`src/rtl/wb_regfile.sv`:
```
// Writeback select, 32x32 architectural register file with x0 hardwired to zero,
// same-cycle write bypass on both read ports, retire counter and commit trace.
module wb_regfile #(
    parameter int unsigned XLEN  = 32,
    parameter int unsigned NREG  = 32,
    parameter int unsigned CNT_W = 64
) (
    input  logic             clk,
    input  logic             rst,
    input  logic [4:0]       mem_wb_rd,
    input  logic             mem_wb_mem_to_reg,
    input  logic             mem_wb_regwrite,
    input  logic             mem_wb_ins_valid,
    input  logic [XLEN-1:0]  mem_wb_aluout1,
    input  logic [XLEN-1:0]  mem_wb_aluout2,
    input  logic [4:0]       id_rs1,
    input  logic [4:0]       id_rs2,
    output logic [XLEN-1:0]  rs1_data,
    output logic [XLEN-1:0]  rs2_data,
    output logic             wb_commit_valid,
    output logic             wb_commit_we,
    output logic [4:0]       wb_commit_rd,
    output logic [XLEN-1:0]  wb_commit_data,
    output logic [CNT_W-1:0] instret
);

    logic [XLEN-1:0] regs [NREG];
    logic [XLEN-1:0] wb_data;
    logic            wb_we;

    // Writeback value select and effective write enable (bubbles and x0 never write)
    always_comb begin
        wb_data = mem_wb_mem_to_reg ? mem_wb_aluout2 : mem_wb_aluout1;
        wb_we   = mem_wb_ins_valid && mem_wb_regwrite && (mem_wb_rd != 5'd0);
    end

    // Read ports: x0 reads zero, in-flight write is bypassed, everything is zero in reset
    always_comb begin
        rs1_data = '0;
        rs2_data = '0;
        if (rst) begin
            if (id_rs1 != 5'd0) begin
                rs1_data = (wb_we && (id_rs1 == mem_wb_rd)) ? wb_data : regs[id_rs1];
            end
            if (id_rs2 != 5'd0) begin
                rs2_data = (wb_we && (id_rs2 == mem_wb_rd)) ? wb_data : regs[id_rs2];
            end
        end
    end

    // Register array; entry 0 exists but is never written or read
    always_ff @(posedge clk or negedge rst) begin
        if (!rst) begin
            for (int i = 0; i < int'(NREG); i++) begin
                regs[i] <= '0;
            end
        end else if (wb_we) begin
            regs[mem_wb_rd] <= wb_data;
        end
    end

    // Retire counter and commit trace
    always_ff @(posedge clk or negedge rst) begin
        if (!rst) begin
            instret         <= '0;
            wb_commit_valid <= 1'b0;
            wb_commit_we    <= 1'b0;
            wb_commit_rd    <= '0;
            wb_commit_data  <= '0;
        end else begin
            if (mem_wb_ins_valid) begin
                instret <= instret + CNT_W'(1);
            end
            wb_commit_valid <= mem_wb_ins_valid;
            wb_commit_we    <= wb_we;
            wb_commit_rd    <= wb_we ? mem_wb_rd : 5'd0;
            wb_commit_data  <= wb_we ? wb_data : '0;
        end
    end

endmodule

```
`config.mk`:
```
export PLATFORM = sky130hd
export DESIGN_NAME = wb_regfile
export DESIGN_NICKNAME = d
export VERILOG_FILES = /design/src/rtl/wb_regfile.sv
export SDC_FILE = /design/constraint.sdc
export NUM_CORES = 2
export LEC_CHECK = 0
export ABC_AREA = 0
export BUFFER_PORTS_ARGS = -buffer_cell sky130_fd_sc_hd__buf_2
export CAP_MARGIN = 20
export CORE_UTILIZATION = 39
export DETAILED_ROUTE_END_ITERATION = 10
export SLEW_MARGIN = 40
export SYNTH_ARGS = -nofsm -noshare
export SYNTH_HDL_FRONTEND = slang
export SYNTH_SLANG_ARGS = --single-unit
```
`constraint.sdc`:
```
create_clock -name clk -period 3.3 [get_ports clk]
set_input_delay 0.66 -clock clk [delete_from_list [all_inputs] [get_ports clk]]
set_output_delay 0.66 -clock clk [all_outputs]
set_load 0.02 [all_outputs]
```
==> impl_results.md <==
* Fmax at 0.297 GHz
* First-pass GRT wire length at 305000 um
* Top Family by Delay on Critical Path: buffers and inverters
* Die area at 150000 um^2
* CP Max Fanout at 7
* Worst skew pair latency at 0.76 ns
* CTS root buffer: clkbuf_16
* Clk slew on worst S/H paths at 0.07 ns
* Reg power frac at 42.9%
* Crit. End Element: output pin
* Synthesized Nets at 5464
* Post-DP HPWL at 126000 um
* PnR worst setup slack at -0.0642 ns
* Die height at 387 um
* Area Overhead vs Synth at 25.4%
* Row cnt at 140
* Total GRT Usage at 27.2%
* # Max-Cap Violations at 0
* Post-route ant nets at 0
* Cells after Synth at 5379
* Most frequent cells in the layout: dfrtp_1, nor2_1, a21oi_1, nand2_1, o21ai_0
* Placed Cells incl. Taps at 7422
* Leakage power at 31.9 nW
* Register area share after synthesis at 48.8%
* CTS max path bufs at 3
* Max-slew headroom at 47.9%
* Core Area at 146000 um^2
* Slew Limit Fails at 0
* Logic gate share of total power at 20.3%
* Final Cycle Share at 102%
* I/O pins at 251
* Place WS at -0.447 ns
* Failing checks: hold timing, setup timing
* Pin count of the biggest net entering global routing at 126
* Peak supply drop at 0.000453 V
* Synthesized flop and latch total at 1127
* Clock share of power at 36.9%
* Finished Layout Cells at 7745
* Footprint of the multi-input gates at 29700 um^2
* Worst Hold Class: input pin to asynchronous set/reset pin
* Drt initial violations at 4346
* Distinct cells, synth at 54
* GPL Wtd Cong at 0.870
* DRC at 0
* RSZ-0062 raised after global routing: yes
* Net Sw Power at 11.8 mW
* Clock sinks at 1127
* CP Launch Type: input pin
* Die width at 387 um
* Commonest non-fill, non-tap cell in the layout: dfrtp_1
* TritonCTS Buffers at 121
* Post-route design area at 72400 um^2
* Sequential cell area at 28200 um^2
* Grt ovf at 0
* EDFF count, synth at 0
* Routed WL at 206000 um
* WP data required at 2.64 ns
* CP Class: input pin to output pin
* Clk_skew at 0.00787 ns
* Share of post-route cells with drive strength above 1 at 28.4%
* DRT Pass-1 Iters at 6
* Worst EP arrival at 2.70 ns
* PD cells at 566 nW/um^2
* Main synth FF type: dfrtp_1
* Vias/cell at 5.99
* Sw frac at 28.9%
* Initial core utilization at 39.5%
* CP Cell Sequence: buf_16 -> buf_12 -> buf_6 -> buf_4 -> mux4_2 -> a2111oi_4 -> o21bai_4 -> o221ai_2 -> buf_4
* IO buf count at 250
* Synth Warn # at 0
* Synth top area share at 48.8%
* Worst path most repeated cell: buf_4
* Critical path buffers and inverters at 5
* CTS tree: built
* Fillers at 12.7k
* Post-synthesis cell area at 57700 um^2
* Synth area leaders: dfrtp_1, mux4_2, mux2i_1
* Power consumption at 41.0 mW
* Fin Hold WS at -0.0191 ns
* Syn Area/Cell at 10.7 um^2
* Vias at 46.4k
* Internal power at 29.1 mW
* Final nets at 5803
* Vias in the first global route at 45.7k
* Setup violators final at 12
* Final Hold Fails at 2
* H-Tree Depth at 3
* Initial antenna violation count at 7
* Largest stage delay on the critical path at 0.54 ns
* Tmin final at 3.36 ns
* Slowest CP cell: mux4_2
* Avg WL per Cell at 26.6 um
* Post-synth top area cell: dfrtp_1
* Slew at the pin closest to its max-slew limit at 0.781 ns
* Status: finished with violations
* Share of flip-flops with an asynchronous set or reset at 100%
* Placed Area at 64400 um^2
-- through the flow --
stage / setup TNS [ns] / utilization (%)
after floorplan: 0 / -
after global placement: -15.25 / 44.0
after detailed placement: -14.99 / 44.0
after CTS: -0.462 / 48.8
after global routing: -1.37 / 49.5
final: -0.340 / 49.5
-- worst paths after layout --
| path | startpoint | endpoint | slack (ns) | depth (start not counted) |
|---|---|---|---|---|
| worst min-delay path | rst | instret[18] | -0.02 | 2 |
| max in group asynchronous | rst | regs[299] | 1.50 | 4 |
| worst max-delay path | id_rs1[0] | rs1_data[0] | -0.06 | 9 |
| worst min register to register | regs[995] | regs[995] | 0.40 | 0 |
| min in group clk | mem_wb_ins_valid | wb_commit_valid | 0.23 | 2 |
| worst max register to register | instret[3] | instret[61] | 1.03 | 5 |
-- flip-flops by register name (all words and copies together) (netlist names) --
signal	cells
instret	64
wb_commit_rd	5
wb_commit_valid	1
regs	1024
wb_commit_data	32
wb_commit_we	1
-- cells by family (layout without fill, tap and decap cells) --
kind of cell	count (synthesis)	after routing	synth area share [%]
simple gates	1454	1454	10.4
compound gates	1386	1386	13.9
flops	1127	1127	48.8
mux	766	766	21.7
buf+inv	572	1018	4.06
xor+xnor	73	73	1.11
fa+ha+maj	1	1	0.0217
other cells	0	3	0
-- metal layers --
metal,global-route usage (%),vias to the layer above,part of all wire (%)
li1,-,20120,-
met1,38.3,23649,42
met2,41.1,2165,45
met3,5.78,439,9.2
met4,10.6,6,3.8
met5,0,-,0.020
-- Yosys cell counts, types with 33 or more instances --
cell / number
a21oi_1: 578
buf_2: 98
clkbuf_1: 430
o21ai_0: 482
a2111oi_0: 62
a211oi_1: 33
mux2i_1: 349
xor2_1: 44
dfrtp_1: 1127
nand3_1: 36
nor2_1: 711
o221ai_1: 95
nor2b_1: 33
mux4_2: 385
nand2_1: 549
-- power groups by stage --
stage	sequential (mW)	combinational (mW)	clock (mW)
2_1_floorplan	17.3	5.06	0
3_3_place_gp	17.6	7.34	0
3_5_place_dp	17.7	7.53	0
4_1_cts	17.5	8.09	15.3
5_1_grt	17.8	9.02	15.8
6_report	17.6	8.30	15.1
-- layout make-up --
class / count / area share [%]
diodes: 3 / 0.0104
clock buffers: 173 / 4.92
clock inverters: 57 / 1.17
inverters: 12 / 0.0639
multi-input cells: 3680 / 41.0
flip-flops and latches: 1127 / 38.9
well taps: 1917 / 3.31
repair buffers: 776 / 10.6
-- repair_timing --
action	in CTS	in global routing
setup endpoints to repair	64	64
gates cloned	10	4
endpoints found under the hold margin	30	0
pin swaps	79	31
buffers inserted	51	45
hold buffers	2	0
resized for setup	374	94
Note: power is estimated with default switching activity, not from simulation.
